$ cat config.mk
export PLATFORM = sky130hd
export DESIGN_NAME = os_result_collector_flat
export DESIGN_NICKNAME = d
export VERILOG_FILES = /design/src/rtl/os_result_collector_if.sv /design/src/rtl/os_result_collector.sv /design/src/flat_wrapper.sv
export SDC_FILE = /design/constraint.sdc
export NUM_CORES = 1
export LEC_CHECK = 0
export CORE_ASPECT_RATIO = 0.8
export CORE_UTILIZATION = 50
export CTS_CLUSTER_DIAMETER = 80
export CTS_CLUSTER_SIZE = 10
export DETAILED_ROUTE_END_ITERATION = 6
export PLACE_DENSITY = 0.8
export SLEW_MARGIN = 10
export SYNTH_ARGS = -nofsm -noshare
export SYNTH_HDL_FRONTEND = slang
export SYNTH_SLANG_ARGS = --single-unit
export TNS_END_PERCENT = 20
$ cat constraint.sdc
create_clock -name clk -period 3.1 [get_ports clk]
set_clock_uncertainty 0.05 [all_clocks]
set_input_delay 0.62 -clock clk [delete_from_list [all_inputs] [get_ports clk]]
set_output_delay 0.62 -clock clk [all_outputs]
set_load 0.005 [all_outputs]
$ cat src/rtl/os_result_collector_if.sv
// Drain-side and stream-side signals of the output-stationary result collector.
interface os_result_collector_if #(
  parameter int unsigned D_W = 8,
  parameter int unsigned N   = 3
);
  localparam int unsigned RW = 2 * D_W;
  localparam int unsigned IW = (N > 1) ? $clog2(N) : 1;

  logic [N-1:0][RW-1:0] m2;
  logic [N-1:0]         valid_m2;
  logic [RW-1:0]        out_data;
  logic [IW-1:0]        out_row;
  logic [IW-1:0]        out_col;
  logic                 out_valid;
  logic                 out_ready;
  logic                 out_last;

  // Collector side: sinks the drained rows, sources the tile stream.
  modport master (
    input  m2, valid_m2, out_ready,
    output out_data, out_row, out_col, out_valid, out_last
  );

  // Array / consumer side.
  modport slave (
    output m2, valid_m2, out_ready,
    input  out_data, out_row, out_col, out_valid, out_last
  );
endinterface

$ cat src/rtl/os_result_collector.sv
// Reassembles reverse-column drained row streams into an N x N tile and
// replays it row-major on a valid/ready stream. Single tile buffer.
module os_result_collector #(
  parameter int unsigned D_W  = 8,
  parameter int unsigned N    = 3,
  parameter int unsigned TC_W = 16
) (
  input  logic                     clk,
  input  logic                     rst,
  os_result_collector_if.master    bus,
  output logic                     busy,
  output logic                     overflow,
  output logic                     tile_done,
  output logic [TC_W-1:0]          tile_count
);
  localparam int unsigned RW = 2 * D_W;
  localparam int unsigned IW = (N > 1) ? $clog2(N) : 1;
  localparam int unsigned CW = $clog2(N + 1);

  typedef enum logic {COLLECT, STREAM} state_t;

  state_t          state, state_d;
  logic [CW-1:0]   cnt   [N];
  logic [CW-1:0]   cnt_d [N];
  logic [IW-1:0]   wcol  [N];
  logic [IW-1:0]   r, c, r_d, c_d;
  logic [N-1:0]    wr_en;
  logic            ovf_d, done_d, all_full;
  logic [TC_W-1:0] count_d;
  logic [RW-1:0]   tile_buf [N][N];

  // Column written by the next beat on each row: column N-1 drains first.
  always_comb begin
    for (int k = 0; k < N; k++) begin
      wcol[k] = IW'(N - 1) - IW'(cnt[k]);
    end
  end

  // Next-state: beat capture in COLLECT, index walk and tile completion in STREAM.
  always_comb begin
    state_d  = state;
    r_d      = r;
    c_d      = c;
    ovf_d    = overflow;
    done_d   = 1'b0;
    count_d  = tile_count;
    wr_en    = '0;
    all_full = 1'b1;
    for (int k = 0; k < N; k++) begin
      cnt_d[k] = cnt[k];
    end
    case (state)
      COLLECT: begin
        for (int k = 0; k < N; k++) begin
          if (bus.valid_m2[k]) begin
            if (cnt[k] < CW'(N)) begin
              wr_en[k] = 1'b1;
              cnt_d[k] = cnt[k] + CW'(1);
            end else begin
              ovf_d = 1'b1;
            end
          end
        end
        for (int k = 0; k < N; k++) begin
          if (cnt_d[k] != CW'(N)) all_full = 1'b0;
        end
        if (all_full) state_d = STREAM;
      end
      STREAM: begin
        // Buffer stays owned by the stream up to and including the last handshake.
        if (|bus.valid_m2) ovf_d = 1'b1;
        if (bus.out_ready) begin
          if (c == IW'(N - 1)) begin
            c_d = '0;
            if (r == IW'(N - 1)) begin
              state_d = COLLECT;
              r_d     = '0;
              count_d = tile_count + TC_W'(1);
              done_d  = 1'b1;
              for (int k = 0; k < N; k++) begin
                cnt_d[k] = '0;
              end
            end else begin
              r_d = r + IW'(1);
            end
          end else begin
            c_d = c + IW'(1);
          end
        end
      end
      default: state_d = COLLECT;
    endcase
  end

  // Control state register.
  always_ff @(posedge clk or negedge rst) begin
    if (!rst) begin
      state      <= COLLECT;
      r          <= '0;
      c          <= '0;
      overflow   <= 1'b0;
      tile_done  <= 1'b0;
      tile_count <= '0;
      for (int k = 0; k < N; k++) begin
        cnt[k] <= '0;
      end
    end else begin
      state      <= state_d;
      r          <= r_d;
      c          <= c_d;
      overflow   <= ovf_d;
      tile_done  <= done_d;
      tile_count <= count_d;
      for (int k = 0; k < N; k++) begin
        cnt[k] <= cnt_d[k];
      end
    end
  end

  // Tile storage; contents are meaningless until a full drain lands.
  always_ff @(posedge clk) begin
    for (int k = 0; k < N; k++) begin
      if (wr_en[k]) tile_buf[k][wcol[k]] <= bus.m2[k];
    end
  end

  // Stream outputs decoded from the registered state and indices.
  always_comb begin
    bus.out_valid = (state == STREAM);
    bus.out_last  = (state == STREAM) && (r == IW'(N - 1)) && (c == IW'(N - 1));
    bus.out_data  = tile_buf[r][c];
    bus.out_row   = r;
    bus.out_col   = c;
    busy          = (state == STREAM);
  end
endmodule

$ cat src/flat_wrapper.sv
// flat-port wrapper written by rule: the top's interface ports become plain ports
module os_result_collector_flat 
#(
  parameter int unsigned D_W  = 8,
  parameter int unsigned N    = 3,
  parameter int unsigned TC_W = 16
)
  (clk, rst, busy, overflow, tile_done, tile_count, bus_m2, bus_valid_m2, bus_out_ready, bus_out_data, bus_out_row, bus_out_col, bus_out_valid, bus_out_last);
  os_result_collector_if #(.D_W(D_W), .N(N)) bus_i ();
  input  logic clk;
  input  logic rst;
  output logic busy;
  output logic overflow;
  output logic tile_done;
  output logic [TC_W-1:0] tile_count;
  input wire logic [$bits(bus_i.m2)-1:0] bus_m2;
  input wire logic [$bits(bus_i.valid_m2)-1:0] bus_valid_m2;
  input wire logic [$bits(bus_i.out_ready)-1:0] bus_out_ready;
  output wire logic [$bits(bus_i.out_data)-1:0] bus_out_data;
  output wire logic [$bits(bus_i.out_row)-1:0] bus_out_row;
  output wire logic [$bits(bus_i.out_col)-1:0] bus_out_col;
  output wire logic [$bits(bus_i.out_valid)-1:0] bus_out_valid;
  output wire logic [$bits(bus_i.out_last)-1:0] bus_out_last;
  assign bus_i.m2 = bus_m2;
  assign bus_i.valid_m2 = bus_valid_m2;
  assign bus_i.out_ready = bus_out_ready;
  assign bus_out_data = bus_i.out_data;
  assign bus_out_row = bus_i.out_row;
  assign bus_out_col = bus_i.out_col;
  assign bus_out_valid = bus_i.out_valid;
  assign bus_out_last = bus_i.out_last;
  os_result_collector #(.D_W(D_W), .N(N), .TC_W(TC_W)) u_core (.clk(clk), .rst(rst), .bus(bus_i), .busy(busy), .overflow(overflow), .tile_done(tile_done), .tile_count(tile_count));
endmodule
Yosys cells after proc, flatten, opt, wreduce, memory -nomap -nowiden
Memories as Yosys holds them, arrays and structs flattened.
Cells that the tools add are included.
{ "totals": {"regBits": 29, "out_inout_bits": 41, "mem_count": 1, "mem_bits_rw": 144, "elab_cells": 111} }
{ "op_classes": {"reduce_logical": 10, "bitwise_logic": 5, "n_lt_le_gt_ge": 10, "n_eq_ne": 9, "muxes": 58, "add_sub_neg": 9} }
{ "mem_list": {"columns": ["memory", "depth", "width", "read_ports", "rd_ports_with_merged_regs", "wr", "line_no", "source"], "rows": [
  ["u_core.tile_buf", 3, 48, 1, 0, 3, "os_result_collector.sv:30", "logic [RW-1:0] tile_buf [N][N];"]
]} }
{ "ops": {"columns": ["operator", "count"], "rows": [
  ["$mux W48", 3],
  ["$demux W16 S2", 3],
  ["$mux W16", 5],
  ["$bmux W16 S2", 1],
  ["$mux W1", 28],
  ["$mux W2", 11],
  ["$mux W6", 3],
  ["$add A16 B1 Y16 const B", 1],
  ["$ne A2 B2 Y1 const B", 7],
  ["$ge A3 B3 Y1 const B", 4],
  ["$not A2 Y3", 4],
  ["$pmux W6 S2", 1],
  ["$add A2 B1 Y2 const B", 5],
  ["$lt A3 B1 Y1 const B", 3],
  ["$lt A2 B2 Y1 const B", 3],
  ["$reduce_and A3 Y1", 2],
  ["$sub A2 B2 Y2 const A", 3],
  ["$logic_and A1 B1 Y1", 5],
  ["$eq A2 B2 Y1 const B", 2],
  ["$pmux W1 S2", 2],
  ["$reduce_and A4 Y1", 1],
  ["$mux W3", 1],
  ["$reduce_or A3 Y1", 1],
  ["$reduce_and A2 Y1", 1],
  ["$not A1 Y1", 1]
]} }

Logic depth before layout (Yosys ltp)
Gate-level depths: netlist of run 1.
{ "logic_depth": {"depth_word": 11, "ltp_mapped": 7, "mapped_depth_nobuf": 5} }

Least setup slack after synthesis of run 1
OpenSTA, ideal clock, no wires.
{ "synth_timing": {"path_type": "reg2reg", "startpoint": "reg u_core.state, in the netlist u_core.bus.out_valid", "endpoint": "mem u_core.tile_buf[1][0] in the netlist's numbering (enable)", "path_stages_with_launch": 4, "t_required_ns": 2.614, "arrival_ns": 2.573, "slack_ns": 0.041, "path_cell_list": "dfrtp_1 -> buf_2 -> clkbuf_1 -> nor4b_1"} }
{ "synth_rtl": {"columns": ["element", "line_no", "source"], "rows": [
  ["from (decl)", "os_result_collector.sv:22", "state_t state, state_d;"],
  ["from (signal assigned)", "os_result_collector.sv:108", "state <= state_d;"],
  ["to (decl)", "os_result_collector.sv:30", null]
]} }

Worst setup path after layout of run 1
{ "layout_timing": {"startpoint": "reg u_core.r[0], in the netlist u_core.bus.out_row[0]", "endpoint": "out bus_out_data[1]"} }
{ "layout_between": {"elab_chain_len": 4} }
{ "layout_lines": {"columns": ["element", "line_no", "source"], "rows": [
  ["from (decl)", "os_result_collector.sv:26", "logic [IW-1:0] r, c, r_d, c_d;"],
  ["from (signal assigned)", "os_result_collector.sv:109", "r <= r_d;"],
  ["$mem_v2 Z3 W48", null, null],
  ["$bmux W16 S2", "os_result_collector.sv:131", "bus.out_data = tile_buf[r][c];"],
  ["$mux W16 (implied by the code) (2 in series)", "os_result_collector.sv:131", null],
  ["to (decl)", "flat_wrapper.sv:19", "output wire logic [$bits(bus_i.out_data)-1:0] bus_out_data;"]
]} }
No other way between the ends. The select of a mux whose other input is x is not followed.

==> results of run 1 <==
-- synth_stat cells, drive strengths merged --
| cell | number |
|---|---|
| a211oi | 2 |
| a21o | 1 |
| a21oi | 19 |
| a31oi | 1 |
| and2 | 1 |
| and3 | 1 |
| and3b | 1 |
| and4 | 2 |
| buf | 15 |
| clkbuf | 8 |
| dfrtp | 29 |
| edfxtp | 144 |
| ha | 1 |
| inv | 1 |
| mux2 | 34 |
| mux2i | 16 |
| mux4 | 16 |
| nand2 | 38 |
| nand2b | 16 |
| nand3 | 6 |
| nand4 | 5 |
| nand4b | 2 |
| nor2 | 23 |
| nor2b | 1 |
| nor3 | 4 |
| nor3b | 2 |
| nor4b | 2 |
| nor4bb | 5 |
| o21ai | 21 |
| o22ai | 1 |
| o41ai | 1 |
| or2 | 1 |
| xnor2 | 11 |
| xor2 | 4 |
-- cell type report --
cell class | count | area, µm²
well taps | 180 | 225
inverters | 1 | 3.75
flip-flops and latches | 173 | 5050
multi-input cells | 238 | 2040
clock buffers | 18 | 429
clock inverters | 14 | 215
fillers | 888 | 4550
repair buffers | 124 | 1220
-- stage by stage --
stage | instances | TNS, ns | power (W) | setup slack [ns]
6_report | 748 | 0 | 0.00747 | 0.0465
2_1_floorplan | 435 | 0 | 0.00422 | 0.0406
4_1_cts | 742 | -0.0694 | 0.00740 | -0.0694
5_1_grt | 748 | -0.138 | 0.00779 | -0.0798
3_5_place_dp | 709 | 0 | 0.00515 | 0.370
3_3_place_gp | 709 | 0 | 0.00509 | 0.387
-- how the worst max path moves through the flow --
stage	from	end	cells after the start
2_1_floorplan	u_core.bus.out_valid	u_core.tile_buf[1][0]	3
3_3_place_gp	u_core.bus.out_row[0]	bus_out_data[1]	6
3_5_place_dp	u_core.bus.out_row[0]	bus_out_data[3]	6
5_1_grt	u_core.bus.out_row[0]	bus_out_data[0]	6
4_1_cts	u_core.bus.out_row[0]	bus_out_data[11]	6
6_report	u_core.bus.out_row[0]	bus_out_data[1]	7
-- logic make-up (layout without fill, tap and decap cells) --
| kind of cell | after synthesis | count (layout) | synth area share |
|---|---|---|---|
| XOR/XNOR | 15 | 15 | 0.0184 |
| AND/OR/NAND/NOR | 110 | 110 | 0.0866 |
| AO/OA/AOI/OAI | 46 | 46 | 0.0341 |
| buffers and inverters | 24 | 157 | 0.0205 |
| adder cells (fa/ha/maj) | 1 | 1 | 0.00175 |
| multiplexers | 66 | 66 | 0.133 |
| flip-flops | 173 | 173 | 0.706 |
-- what timing repair did --
item                       CTS  global route
gates cloned                 1             1
setup endpoints to repair   16             4
gates resized for setup     15             7
setup buffers                0             5
-- registers in the layout, indices dropped and copies added, names as in the netlist --
signal / flops
u_core.tile_buf: 144
u_core.tile_count: 16
u_core.cnt: 6
u_core.bus.out_col: 2
u_core.bus.out_row: 2
u_core.bus.out_valid: 1
u_core.overflow: 1
u_core.tile_done: 1
-- per-layer routing --
metal | part of all wire | track usage | up-vias
met5 | 0 | 0 | -
met4 | 0.013 | 0.0803 | 0
met3 | 0.059 | 0.0572 | 16
met2 | 0.52 | 0.376 | 140
met1 | 0.41 | 0.291 | 2084
li1 | - | - | 1893
-- power by group through the flow --
stage          Sequential, W  Combinational, W  Clock (W)
6_report             0.00289           0.00228    0.00230
5_1_grt              0.00291           0.00246    0.00243
4_1_cts              0.00288           0.00218    0.00233
3_5_place_dp         0.00292           0.00222          0
3_3_place_gp         0.00291           0.00218          0
2_1_floorplan        0.00282           0.00139          0
==> impl_metrics.tcl, run 1 <==
set metrics [dict create \
    status "finished clean" \
    synth_cell_types 42 \
    max_freq_ghz 0.327 \
    worstSetupPathType "flip-flop to primary output" \
    swShare 0.282 \
    grt_max_degree 30 \
    hold_buffers 0 \
    min_to "u_core.tile_count[15]" \
    drive_gt1_frac 0.201 \
    wl_per_cell_um 21.1 \
    design_area_um2 9190 \
    slew_viol_final 0 \
    insertedDiodeCount 0 \
    synthCells 435 \
    power_frac_seq 0.387 \
    grt_pass1_wl_um 23700 \
    grt_overflow 0 \
    slowest_delay_ns 0.46 \
    placeableCoreArea_um2 13700 \
    path_delay_family "multiplexers" \
    syn_nets 490 \
    drtIter0Drc 321 \
    ys_seq_elements 173 \
    cts_root_buf "clkbuf_16" \
    cts_sinks 173 \
    dpl_cell_area_um2 8460 \
    tritoncts "built" \
    max-clock-path-buffers 2 \
    hold_path_depth 1 \
    drc 0 \
    final_core_util 0.669 \
    setup_viol 0 \
    ys_warn_count 0 \
    synth_area_leaders "edfxtp_1 (60%), dfrtp_1 (10%), mux4_2 (5.0%), mux2_4 (2.7%), mux2i_1 (2.2%)" \
    p_int_w 0.00536 \
    antenna_found_initial 0 \
    vias_per_cell 5.53 \
    worstHoldPathType "flip-flop to flip-flop" \
    timing.final.crit_period_ns 3.05 \
    cp.required_ns 2.43 \
    total_leakage_power_nw 3.38 \
    worstMarginPinSlew_ns 0.454 \
    drt-pass1-iter-count 4 \
    yosysSeqAreaShare 0.706 \
    area_growth_pct 28.5 \
    final_cell_mix "edfxtp_1 (144), clkdlybuf4s50_1 (78), nand2_1 (38)" \
    clkPwrFrac 0.308 \
    reg2regPathDepth 6 \
    die_w_um 136 \
    grt_pass1_vias 4317 \
    drt-total-wl_um 15800 \
    io_pins 95 \
    worstSetupEndpointType "primary output" \
    syn_avg_cell_area_um2 16.4 \
    rr_startpoint "u_core.bus.out_row[1]" \
    htreeDepth 4 \
    finalWeightedCongestion 0.762 \
    path_max_fanout 12 \
    ff2ff_setup_slack_ns 0.91 \
    crit_slowest_cell "dfrtp_2" \
    holdWs_ns 0.422 \
    cp_data_arrival_time_ns 2.38 \
    ant_nets 0 \
    hp-start "u_core.tile_count[15]" \
    max-slew-margin-rel 0.697 \
    path_clk_slew_ns 0.06 \
    power_density_nw_per_um2 813 \
    timing.rr.end "u_core.tile_count[8]" \
    worstSkewPairLatency_ns 0.42 \
    mostFrequentLayoutCell "edfxtp_1" \
    layout.nets 610 \
    drv_cap 0 \
    cts_buffers 17 \
    final_hold_viol_count 0 \
    rsz0062_at_grt "yes" \
    path_cells "buf_12, buf_4, mux2_4, mux4_2, nor2_1, a21oi_1, dlygate4sd2_1" \
    die-area_um2 14800 \
    period_share 0.985 \
    rows 38 \
    die_h_um 109 \
    p_switching_w 0.00211 \
    vias 4133 \
    gr-usage-all-layers 0.227 \
    pwr-share-comb 0.305 \
    port_buffers 94 \
    start_kind "flip-flop" \
    synth_area_um2 7160 \
    yosysTopAreaCellShare 0.604 \
    peakVddDrop_uv 588 \
    cp.buffers_inverters 3 \
    yosysTopAreaCell "edfxtp_1" \
    initial_utilization 0.521 \
    dp_hpwl_um 9720 \
]
Note: power is estimated with default switching activity, not from simulation.
==> run 2, diff against run 1 <==
CAP_MARGIN = 20   (was unset)
==> results of run 2 <==
No change in the layout: final DEF, timing and power equal those of run 1.
==> run 3, diff against run 2 <==
ABC_AREA = 1   (was unset)
CORE_UTILIZATION = 49   (was 50)
PLACE_DENSITY = 0.79   (was 0.8)
==> impl_metrics.tcl, run 3 <==
set metrics [dict create \
    synth_top_family_by_area "simple AND/OR/NAND/NOR gates" \
    path_clk_slew_ns 0.06 \
    hold_buffers 0 \
    synthFlopType "edfxtp_1" \
    initial_utilization 0.512 \
    cts_buffers 17 \
    power_w 0.00748 \
    final_hold_viol_count 0 \
    dp_hpwl_um 11200 \
    startpoint "u_core.bus.out_row[0]" \
    drv_cap 0 \
    grt_overflow 0 \
    path_max_fanout 49 \
    gr-usage-all-layers 0.240 \
    synth_cell_types 26 \
    largest_reg_flops 144 \
    place_ws_ns 0.652 \
    port_buffers 94 \
    reg2regPathDepth 4 \
    antenna_found_initial 0 \
    yosysTopAreaCell "edfxtp_1" \
    grt_pass1_wl_um 25800 \
    drt-total-wl_um 16600 \
    drtIter0Drc 468 \
    yosys.area_share.simple 0.230 \
    drt-pass1-iter-count 7 \
    wl_per_cell_um 17.8 \
    synth_area_um2 7060 \
    tritoncts "built" \
    grt_pass1_vias 4916 \
    peakVddDrop_uv 568 \
    worstSetupEndpointType "primary output" \
    syn_avg_cell_area_um2 11.2 \
    setup_ws_ns 0.161 \
    holdWs_ns 0.446 \
    worstSetupPathType "flip-flop to primary output" \
    cp_data_arrival_time_ns 2.27 \
    final_core_util 0.642 \
    ys_seq_elements 173 \
    rr_startpoint "u_core.bus.out_valid" \
    power_frac_seq 0.412 \
    synth_edf_count 144 \
    io_pins 95 \
    final_cell_mix "nand2_1 (257), edfxtp_1 (144), clkdlybuf4s50_1 (94)" \
    max-slew-margin-rel 0.611 \
    vias_per_cell 5.51 \
    mostFrequentLayoutCell "nand2_1" \
    cp.required_ns 2.43 \
    synth_area_leaders "edfxtp_1 (61%), nand2_1 (14%), dfrtp_1 (10%), nand3_1 (5.7%), nor2_1 (1.8%)" \
    drive_gt1_frac 0.0862 \
    swShare 0.339 \
    yosysSeqAreaShare 0.715 \
    power_density_nw_per_um2 845 \
    timing.rr.end "u_core.tile_buf[0][1]" \
    worstMarginPinSlew_ns 0.581 \
    max-clock-path-buffers 2 \
    ys_warn_count 0 \
    status "finished clean" \
    fillerInstances 1026 \
    rows 38 \
    start_kind "flip-flop" \
    clkPwrFrac 0.256 \
    p_switching_w 0.00254 \
    synthMuxAreaShare 0 \
    die_h_um 109 \
    ff2ff_setup_slack_ns 0.98 \
    placeableCoreArea_um2 13800 \
    finalWeightedCongestion 0.855 \
    htreeDepth 4 \
    insertedDiodeCount 0 \
    synth_adder_area_share 0.00177 \
    die-area_um2 14900 \
    cts_root_buf "clkbuf_16" \
    period_share 0.948 \
    setup_viol 0 \
    grt_max_degree 50 \
    area_growth_pct 25.4 \
    vias 5142 \
    die_w_um 136 \
    total_leakage_power_nw 3.35 \
    pwr-share-comb 0.332 \
    synth_compound_area_frac 0.0133 \
    cts_sinks 173 \
    worstHoldPathType "flip-flop to flip-flop" \
    multiInputGateArea_um2 1810 \
    tns_ns 0 \
    seqCellArea_um2 5050 \
    layout.nets 796 \
    yosysTopAreaCellShare 0.612 \
    cts_setup_buffers 0 \
    timing.final.crit_period_ns 2.94 \
    syn_nets 687 \
    synthCells 632 \
    synth-xor-area-share 0.00744 \
    slew_viol_final 0 \
    cts_resized 0 \
    drc 0 \
    endpoint "bus_out_data[0]" \
    max_freq_ghz 0.340 \
    rsz0062_at_grt "no" \
    async_reset_ff_frac 0.168 \
    p_int_w 0.00494 \
    ant_nets 0 \
    synthTopCellsByCount "nand2_1 (257), edfxtp_1 (144), nand3_1 (80)" \
    synth.most_common_cell "nand2_1" \
    worstSkewPairLatency_ns 0.43 \
]
## run 3: changes by cell type after synthesis, sizes merged, moves of 17 or more
cell   previous run  this run
mux2             34         0
a21oi            19         2
nand2            38       258
nand3             6        81
inv               1        25
## run 3: layout make-up
type	count	area share
clock buffers	19	0.0489
flip-flops and latches	173	0.570
clock inverters	13	0.0102
multi-input cells	412	0.204
repair buffers	112	0.130
inverters	25	0.0106
well taps	180	0.0254
## run 3: metal layers
metal,track usage,vias to the layer above,routed length [µm]
met1,0.318,2477,6810
met4,0.101,0,336
met2,0.373,264,7870
li1,-,2366,-
met5,0,-,0
met3,0.0687,35,1570
## run 3: cell families after synthesis
group / count (synthesis)
AOI/OAI and AO/OA: 17
adders and majority gates: 1
DFF: 173
xor gates and xnor gates: 6
and+or+nand+nor: 388
buffers and inverters: 47
## run 3: through the flow
stage / std cells / instance area [µm²]
3_5_place_dp: 902 / 8330
5_1_grt: 934 / 8850
2_1_floorplan: 632 / 7060
4_1_cts: 934 / 8850
3_3_place_gp: 902 / 8330
6_report: 934 / 8850
## run 3: how the worst min path moves through the flow
stage | start | endpoint | cells after the start
after floorplan | rst | u_core.bus.out_col[0] | 0
after global placement | u_core.overflow | u_core.overflow | 2
after detailed placement | u_core.overflow | u_core.overflow | 2
after CTS | u_core.overflow | u_core.overflow | 2
after global routing | u_core.overflow | u_core.overflow | 2
final | u_core.overflow | u_core.overflow | 2
## run 3: worst max-delay path, stage by stage, from the launching register on
cell             delay [ns]
dfrtp_1                0.48
inv_2                  0.10
nor2_4                 0.11
buf_12                 0.25
nand2_1                0.08
nand3_1                0.14
nand2_1                0.07
nand3_1                0.09
clkdlybuf4s50_1        0.50
## run 3: power groups by stage
stage	combinational, W	sequential [W]	clock, W
2_1_floorplan	0.00138	0.00306	0
3_3_place_gp	0.00239	0.00310	0
3_5_place_dp	0.00246	0.00313	0
4_1_cts	0.00248	0.00308	0.00193
5_1_grt	0.00273	0.00311	0.00202
6_report	0.00248	0.00308	0.00191
